`src/rtl/split_ram_writer_if.sv`:
```
// Stream-in / bank-write bundle for split_ram_writer.
// master = upstream layer engine side, slave = the writer itself.
interface split_ram_writer_if #(
  parameter int NUM_RAMS  = 7,
  parameter int RAM_DEPTH = 256,
  parameter int RAM_WIDTH = 16
);
  localparam int AW = (RAM_DEPTH > 1) ? $clog2(RAM_DEPTH) : 1;

  logic                 start;
  logic [RAM_WIDTH-1:0] in_data;
  logic                 in_valid;
  logic                 in_ready;
  logic [RAM_WIDTH-1:0] data_wr;
  logic [NUM_RAMS-1:0]  data_layer_wren;
  logic [AW-1:0]        addr;
  logic                 busy;
  logic                 done;

  modport master (
    output start, in_data, in_valid,
    input  in_ready, data_wr, data_layer_wren, addr, busy, done
  );

  modport slave (
    input  start, in_data, in_valid,
    output in_ready, data_wr, data_layer_wren, addr, busy, done
  );
endinterface

```
`src/rtl/split_ram_writer.sv`:
```
// Writes one frame into NUM_RAMS interleaved banks (sample k -> bank k%NUM_RAMS, word k/NUM_RAMS), 1-cycle write latency,
// one sample/cycle in RUN; in_ready low outside RUN so upstream holds data. SPLIT_RAM_WRITER_RELU_EN clamps negatives to 0.
module split_ram_writer #(
  parameter int NUM_RAMS    = 7,
  parameter int RAM_DEPTH   = 256,
  parameter int RAM_WIDTH   = 16,
  parameter int FRAME_WORDS = 256
) (
  input  logic              clk,
  input  logic              rst,
  split_ram_writer_if.slave bus
);
  localparam int AW = (RAM_DEPTH > 1) ? $clog2(RAM_DEPTH) : 1;
  localparam int BW = (NUM_RAMS > 1) ? $clog2(NUM_RAMS) : 1;
  localparam logic [BW-1:0]       LAST_BANK  = BW'(NUM_RAMS - 1);
  localparam logic [AW-1:0]       LAST_WORD  = AW'(FRAME_WORDS - 1);
  localparam logic [NUM_RAMS-1:0] WREN_BANK0 = NUM_RAMS'(1);

  generate
    if (FRAME_WORDS < 1 || FRAME_WORDS > RAM_DEPTH) begin : g_bad_frame_words
      $error("split_ram_writer: FRAME_WORDS must be in 1..RAM_DEPTH");
    end
  endgenerate

  typedef enum logic [1:0] {
    S_IDLE = 2'd0,
    S_RUN  = 2'd1,
    S_DONE = 2'd2
  } state_t;

  state_t               r_state;
  logic [BW-1:0]        r_bank;
  logic [AW-1:0]        r_word;
  logic                 r_in_ready;
  logic [RAM_WIDTH-1:0] r_data_wr;
  logic [NUM_RAMS-1:0]  r_wren;
  logic [AW-1:0]        r_addr;
  logic                 r_busy;
  logic                 r_done;

  logic                 w_accept;
  logic [RAM_WIDTH-1:0] w_wr_data;

  assign w_accept = bus.in_valid && r_in_ready;

`ifdef SPLIT_RAM_WRITER_RELU_EN
  assign w_wr_data = bus.in_data[RAM_WIDTH-1] ? '0 : bus.in_data;
`else
  assign w_wr_data = bus.in_data;
`endif

  always_ff @(posedge clk) begin
    if (!rst) begin
      r_state    <= S_IDLE;
      r_bank     <= '0;
      r_word     <= '0;
      r_in_ready <= 1'b0;
      r_data_wr  <= '0;
      r_wren     <= '0;
      r_addr     <= '0;
      r_busy     <= 1'b0;
      r_done     <= 1'b0;
    end else begin
      // write enable and done are single-cycle pulses unless re-armed below
      r_wren <= '0;
      r_done <= 1'b0;
      case (r_state)
        S_IDLE: begin
          if (bus.start) begin
            r_state    <= S_RUN;
            r_bank     <= '0;
            r_word     <= '0;
            r_in_ready <= 1'b1;
            r_busy     <= 1'b1;
          end
        end
        S_RUN: begin
          if (w_accept) begin
            r_data_wr <= w_wr_data;
            r_wren    <= WREN_BANK0 << r_bank;
            r_addr    <= r_word;
            if (r_bank == LAST_BANK) begin
              r_bank <= '0;
              if (r_word == LAST_WORD) begin
                r_word     <= '0;
                r_state    <= S_DONE;
                r_in_ready <= 1'b0;
                r_done     <= 1'b1;
              end else begin
                r_word <= r_word + AW'(1);
              end
            end else begin
              r_bank <= r_bank + BW'(1);
            end
          end
        end
        S_DONE: begin
          r_state <= S_IDLE;
          r_busy  <= 1'b0;
        end
        default: begin
          r_state    <= S_IDLE;
          r_in_ready <= 1'b0;
          r_busy     <= 1'b0;
        end
      endcase
    end
  end

  assign bus.in_ready        = r_in_ready;
  assign bus.data_wr         = r_data_wr;
  assign bus.data_layer_wren = r_wren;
  assign bus.addr            = r_addr;
  assign bus.busy            = r_busy;
  assign bus.done            = r_done;
endmodule

```
`src/flat_wrapper.sv`:
```
// flat-port wrapper written by rule: the top's interface ports become plain ports
module split_ram_writer_flat 
#(
  parameter int NUM_RAMS    = 7,
  parameter int RAM_DEPTH   = 256,
  parameter int RAM_WIDTH   = 16,
  parameter int FRAME_WORDS = 256
)
  (clk, rst, bus_start, bus_in_data, bus_in_valid, bus_in_ready, bus_data_wr, bus_data_layer_wren, bus_addr, bus_busy, bus_done);
  split_ram_writer_if #(.NUM_RAMS(NUM_RAMS), .RAM_DEPTH(RAM_DEPTH), .RAM_WIDTH(RAM_WIDTH)) bus_i ();
  input  logic clk;
  input  logic rst;
  input wire logic [$bits(bus_i.start)-1:0] bus_start;
  input wire logic [$bits(bus_i.in_data)-1:0] bus_in_data;
  input wire logic [$bits(bus_i.in_valid)-1:0] bus_in_valid;
  output wire logic [$bits(bus_i.in_ready)-1:0] bus_in_ready;
  output wire logic [$bits(bus_i.data_wr)-1:0] bus_data_wr;
  output wire logic [$bits(bus_i.data_layer_wren)-1:0] bus_data_layer_wren;
  output wire logic [$bits(bus_i.addr)-1:0] bus_addr;
  output wire logic [$bits(bus_i.busy)-1:0] bus_busy;
  output wire logic [$bits(bus_i.done)-1:0] bus_done;
  assign bus_i.start = bus_start;
  assign bus_i.in_data = bus_in_data;
  assign bus_i.in_valid = bus_in_valid;
  assign bus_in_ready = bus_i.in_ready;
  assign bus_data_wr = bus_i.data_wr;
  assign bus_data_layer_wren = bus_i.data_layer_wren;
  assign bus_addr = bus_i.addr;
  assign bus_busy = bus_i.busy;
  assign bus_done = bus_i.done;
  split_ram_writer #(.NUM_RAMS(NUM_RAMS), .RAM_DEPTH(RAM_DEPTH), .RAM_WIDTH(RAM_WIDTH), .FRAME_WORDS(FRAME_WORDS)) u_core (.clk(clk), .rst(rst), .bus(bus_i));
endmodule
```
`config.mk`:
```
export PLATFORM = sky130hd
export DESIGN_NAME = split_ram_writer_flat
export DESIGN_NICKNAME = d
export VERILOG_FILES = /design/src/rtl/split_ram_writer_if.sv /design/src/rtl/split_ram_writer.sv /design/src/flat_wrapper.sv
export SDC_FILE = /design/constraint.sdc
export NUM_CORES = 1
export LEC_CHECK = 0
export ABC_AREA = 0
export ABC_CLOCK_PERIOD_IN_PS = 2300
export BUFFER_PORTS_ARGS = -buffer_cell sky130_fd_sc_hd__buf_4
export CORE_MARGIN = 2
export CORE_UTILIZATION = 50
export CTS_BUF_LIST = sky130_fd_sc_hd__clkbuf_2
export DETAILED_ROUTE_END_ITERATION = 8
export GPL_TIMING_DRIVEN = 0
export PLACE_DENSITY = 0.77
export SETUP_SLACK_MARGIN = 0.05
export SLEW_MARGIN = 0
export SYNTH_ARGS = -nofsm -noshare
export SYNTH_HDL_FRONTEND = slang
export SYNTH_SLANG_ARGS = --single-unit
```
`constraint.sdc`:
```
create_clock -name clk -period 2.3 [get_ports clk]
set_clock_uncertainty 0.1 [all_clocks]
set_input_delay 0.23 -clock clk [delete_from_list [all_inputs] [get_ports clk]]
set_output_delay 0.23 -clock clk [all_outputs]
set_load 0.02 [all_outputs]
```
## Word level (Yosys, flattened, before mapping)

Index checks and enable logic that the tools add are counted.

- Register bits: 47
- Bits of input ports: 20
- Output and inout bits: 34

- Add/subtract/negate cells: 2
- Eq/ne operators: 8
- Shift-type cells: 1
- Muxes and demuxes: 21
- Bitwise logic cells: 2
- Reduce and logical (&&, ||, !) cells: 11

Operators by type and width:

| kind | number |
|---|---|
| 8-bit two-way mux | 4 |
| 8-bit case mux with 2 select lines | 1 |
| 4-bit AND reduction | 3 |
| 3-bit two-way mux | 3 |
| 8-bit by 1-bit adder with 8-bit output (second input constant) | 1 |
| 8-bit == test (second input constant) | 1 |
| 2-bit two-way mux | 4 |
| 1-bit by 3-bit << shifter with 7-bit output (first input constant) | 1 |
| 2-bit by 1-bit inequality test with 1-bit output (second input constant) | 3 |
| 3-bit case mux with 2 select lines | 1 |
| 3-bit AND reduction | 2 |
| 1-bit two-way mux | 5 |
| 5-bit AND reduction | 1 |
| 2-bit case mux with 2 select lines | 1 |
| 2-bit AND reduction | 2 |
| 3-bit by 1-bit adder with 3-bit output (second input constant) | 1 |
| 3-bit == test (second input constant) | 1 |
| 1-bit case mux with 3 select lines | 1 |
| 2-bit by 1-bit == test with 1-bit output (second input constant) | 1 |
| 2-bit == test (second input constant) | 1 |
| 2-bit zero test | 1 |
| 2-bit inequality test (second input constant) | 1 |
| 1-bit NOT | 2 |
| 1-bit case mux with 2 select lines | 1 |
| 2 further kinds | 2 |

## Longest topological paths before layout

- Word-level depth: 5
- Depth in mapped cells: 6

## Worst setup path before layout

Ideal clock, no wire load.

- Path type: register -> register
- Start: reg u_core.r_in_ready (netlist: u_core.bus.in_ready)
- End: reg u_core.r_word[6]
- Setup time: 0.071 ns
- Arrival: 1.508 ns
- Required time: 2.129 ns
- Setup slack: 0.621 ns
- Stages on the path, launching flop included: 6
- Period minus slack after synthesis: 1.679 ns
- Cell sequence: dfxtp_1 -> and4b_1 -> buf_4 -> o22ai_4 -> or4_1 -> a21oi_1

- Longest elaborated chain between the ends: 3

Ends and longest elaborated chain:

| item | RTL line | text |
|---|---|---|
| start: declaration | split_ram_writer.sv:34 | `logic r_in_ready;` |
| start signal: assignment | split_ram_writer.sv:57 | `r_in_ready <= 1'b0;` |
| start signal: assignment | split_ram_writer.sv:73 | `r_in_ready <= 1'b1;` |
| start signal: assignment | split_ram_writer.sv:87 | `r_in_ready <= 1'b0;` |
| 1-bit logical AND | split_ram_writer.sv:44 | `assign w_accept = bus.in_valid && r_in_ready;` |
| 2-bit by 1-bit inequality test with 1-bit output (no line) | -- |  |
| 4-bit AND reduction (no line) | -- |  |
| end signal: assignment | split_ram_writer.sv:90 | `r_word <= r_word + AW'(1);` |
| end: declaration | split_ram_writer.sv:33 | `logic [AW-1:0] r_word;` |

No other way between the ends.
A chain may end at the register's enable or synchronous reset.

## Worst setup path after layout

- Start: reg u_core.r_state[0]
- End: reg u_core.r_data_wr[8] (netlist: u_core.bus.data_wr[8])

- Longest elaborated chain between the ends: 2

Ends and longest elaborated chain:

| item | RTL line | text |
|---|---|---|
| start: declaration | split_ram_writer.sv:31 | `state_t r_state;` |
| start signal: assignment | split_ram_writer.sv:54 | `r_state <= S_IDLE;` |
| start signal: assignment | split_ram_writer.sv:70 | `r_state <= S_RUN;` |
| start signal: assignment | split_ram_writer.sv:86 | `r_state <= S_DONE;` |
| 2-bit by 1-bit == test with 1-bit output | split_ram_writer.sv:67 | `case (r_state)` |
| 2-bit AND reduction (no line) | -- |  |
| end signal: assignment | split_ram_writer.sv:79 | `r_data_wr <= w_wr_data;` |
| end: declaration | split_ram_writer.sv:35 | `logic [RAM_WIDTH-1:0] r_data_wr;` |

No other way between the ends.

==> results.txt <==
- Sequential fraction of the synthesis area: between 50% and 60%
* Power Internal: 0.998 mW
- TritonCTS created 5 clock buffers.
- Fraction of power spent switching nets: about a quarter
- Non-filler cells, final: between 300 and 400
- Clock-pin slew was measured on the worst setup and hold paths at between 0.2 and 0.25 ns.
- Once the clock tree was built, the setup fixing pass inserted 0 buffers.
- Final routed wire length divided by cell count: ~12 um
- After detailed routing, the total wire length is approximately 4100 um.
* Pwr per Cell Area: around 530 nW/um^2
- Synthesis produced a netlist whose cell count is ~210.
- Timing analysis after detailed placement gives a worst setup slack of approximately 0.5 ns.
- Setup-failing EPs final: 0
* Final period util: between 80% and 90%
- For this design the total switching power over the nets is around 0.35 mW.
* Part of the power in the clock network: around a quarter
* DR vias: 1695
* Tot GR Track Use: 20.3%
* Net count of the finished layout: between 300 and 400
- Syn_area_per_cell: around 9.0 um^2
* Total standard cell area after synthesis: between 1500 and 2000 um^2
- Routability-driven placement finished with a final weighted congestion of between 0.7 and 0.8.
- STA classifies the critical path startpoint as a flop.
- HP Class: in2reg
* Pins Over Slew Limit: 0
* Count of H-tree levels built during CTS: 2
- Number of rows in the core area: 22
* Die boundary width: ~65 um
* Final hold vios: 0
- Die H: roughly 65 um
* Part of the total power dissipated in combinational logic: 12.0%
* Vias per std cell: 5.07
- The core region is between 3000 and 4000 um^2.
* Placed cells: 309
* Leading cell type in the layout, fill and taps excluded: sky130_fd_sc_hd__nand2_1
- Measured against its own limit, the worst slew margin works out to between 60% and 70%.
- During placement, the flow inserted port buffers numbering 53.
* Kind of end point of the critical path: flop
- The tightest hold path in the finished design has a slack of about 0.022 ns.
* Highest-count cells in the layout ignoring fill and taps: sky130_fd_sc_hd__nand2_1 (57), sky130_fd_sc_hd__buf_4 (54), sky130_fd_sc_hd__dfxtp_1 (47), sky130_fd_sc_hd__a21boi_0 (26), sky130_fd_sc_hd__dlygate4sd3_1 (17)
- Entering global routing, the biggest net connects 14 pins.
- The repair_antennas step left the layout with diodes totalling 0.
* Required time at the endpoint of the critical path: around 2.5 ns
- Synthesis inferred 47 register bits.
- Measured slew at the worst slew-check pin: roughly 0.49 ns
- Sequential cells burn 62.9% of the power.
- Largest buffer count on any clock path: 2
- Highest clock rate: 537 MHz
- During I/O placement, the number of pins put on the boundary was 54.
* Worst-case vdd ir drop: roughly 0.35 mV
- Final worst-path setup slack: 0.438 ns
- Gates resized during post-CTS repair numbered 0.
- In this design, the stage delay of the slowest critical-path cell is 0.50 ns.
- Drt drc: 0
* Classification of the worst setup path: reg2reg
- In the post-synthesis netlist, the biggest area contributors are sky130_fd_sc_hd__dfxtp_1 (50%), sky130_fd_sc_hd__nand2_1 (11%), sky130_fd_sc_hd__a21boi_0 (10%).
- Syn Nets: roughly 230
- Later-pin clock latency in the skew report: approximately 0.41 ns
* Initial standard-cell utilization of the core: between 50% and 60%
- For this run, the number of Yosys warnings is 0.
- Counting the fill cells in the layout gives between 300 and 400.
- Layout-stage area growth over the synthesis result: 35.8%
- The run finished with clean final reports.
* Static leakage: between 1 and 1.5 nW
- Fin Setup TNS: 0 ns
- The signal on the critical path passes through nor2b_1, nand3_2, clkbuf_1, nand2_1, a21boi_0.
- For this design, the sink count on the clock tree is 47.
- Along the worst path, the maximum fanout reaches 10.
- Global-route wire length before repair: between 6000 and 7000 um
- Register area: 941 um^2
* Total iterations of the first detailed-routing run: 4
- The routed design could run at a clock period as short as 1.86 ns.
* Yosys top cell area share: between 50% and 60%
- The detail route stage leaves a number of antenna-violating nets equal to 0.
- Synth area leader: sky130_fd_sc_hd__dfxtp_1
- Via count of the first global-routing pass: between 1.5k and 2k
- Clock tree from TritonCTS: done
- Cells with a size suffix above 1 make up 26.2% of the layout.
- DP Wirelength: approximately 2700 um
- Worst Path Arrival: between 2 and 2.5 ns
* Multi-input logic area: approximately 850 um^2
* Overall overflow remaining after global route: 0
- Clock tree root driver cell: sky130_fd_sc_hd__clkbuf_2
- The die covers about 4200 um^2.
- Max-cap violations in this run came to 0.
- Yosys mapped the design onto 40 distinct sky130hd cell types.
* Worst path slowest cell: sky130_fd_sc_hd__dfxtp_1
- Initial antenna violation count: 0
- Count of routing violations after the opening detailed-route iteration: 79
* RSZ-0062 raised after global routing: no
==> routing by layer <==
metal | global-route usage, % | routed length (um) | vias to the layer above
met5 | 0 | 0 | -
met2 | 33.8 | 2030 | 40
met3 | 4.62 | 193 | 10
met1 | 25.1 | 1820 | 779
li1 | - | - | 866
met4 | 9.11 | 92 | 0
==> power groups by stage <==
stage                     Clock (mW)  Combinational (mW)  Sequential, mW
after detailed placement           0               0.138           0.862
after CTS                      0.345               0.161           0.846
after global placement             0               0.136           0.861
final                          0.338               0.162           0.846
after global routing           0.366               0.176           0.848
after floorplan                    0              0.0680           0.871
==> path summary, 6_finish.rpt <==
| check | slack (ns) | end | cells after the start | from |
|---|---|---|---|---|
| worst max-delay path | 0.44 | u_core.bus.data_wr[8] | 5 | u_core.r_state[0] |
| worst min-delay path | 0.02 | u_core.bus.busy | 3 | bus_start |
| worst max register to register | 0.44 | u_core.bus.data_wr[8] | 5 | u_core.r_state[0] |
| worst min register to register | 0.38 | u_core.bus.data_wr[1] | 2 | u_core.bus.data_wr[1] |
==> logic make-up (layout without fill, tap and decap cells) <==
logic type	count (synthesis)	in the layout	synth area share (%)
flops	47	47	50.4
xor+xnor	2	2	0.938
buf+inv	16	94	3.88
compound gates	52	52	20.6
simple gates	90	90	23.5
fa+ha+maj	1	1	0.670
==> sequential cells by signal, summed over array words and instances, names as in the netlist <==
name	cells
u_core.r_bank	3
u_core.r_word	8
u_core.bus.data_wr	16
u_core.bus.addr	8
u_core.bus.in_ready	1
u_core.r_state	2
u_core.bus.data_layer_wren	7
u_core.bus.busy	1
u_core.bus.done	1
==> area by class of cell <==
cell class | count | share of cell area (%)
tap | 48 | 2.37
clock buffer | 7 | 1.38
inverter | 3 | 0.444
sequential | 47 | 37.1
buffer | 13 | 2.42
multi-input combinational | 145 | 33.7
clock inverter | 1 | 0.197
timing repair buffer | 70 | 22.4
==> Yosys cell counts, drive strengths merged <==
cell type  instances
nand2             57
dfxtp             47
a21boi            26
a21oi              8
buf                8
nor2               6
o21ai              6
clkbuf             5
and3               4
o31ai              4
inv                3
nand3              3
or4                3
nand3b             2
nor2b              2
nor3               2
nor3b              2
or3                2
a22oi              1
a31oi              1
and3b              1
and4b              1
ha                 1
nand2b             1
nor4               1
nor4b              1
o2111ai            1
o221a              1
o221ai             1
o22ai              1
o41a               1
o41ai              1
or2                1
or2b               1
xnor2              1
xor2               1
==> worst max-delay path: cells and delay by family (launching register included) <==
family,cells,cell delay (ns)
buf+inv,1,0.29
flops,1,0.50
simple gates,3,0.79
compound gates,1,0.09
==> timing repair <==
| item | 4_1_cts | 5_1_grt |
|---|---|---|
| endpoints found under the hold margin | 18 | 0 |
| hold buffers | 17 | 0 |
| endpoints found under the setup margin | 0 | 0 |
==> stage by stage <==
| stage | area (um^2) | total power, mW | utilization (%) |
|---|---|---|---|
| 2_1_floorplan | 1870 | 0.939 | - |
| 3_3_place_gp | 2330 | 0.998 | 64.0 |
| 3_5_place_dp | 2330 | 0.999 | 64.0 |
| 4_1_cts | 2540 | 1.35 | 69.8 |
| 5_1_grt | 2540 | 1.39 | 69.8 |
| 6_report | 2540 | 1.35 | 69.8 |
Power figures use the tool's default switching activity.
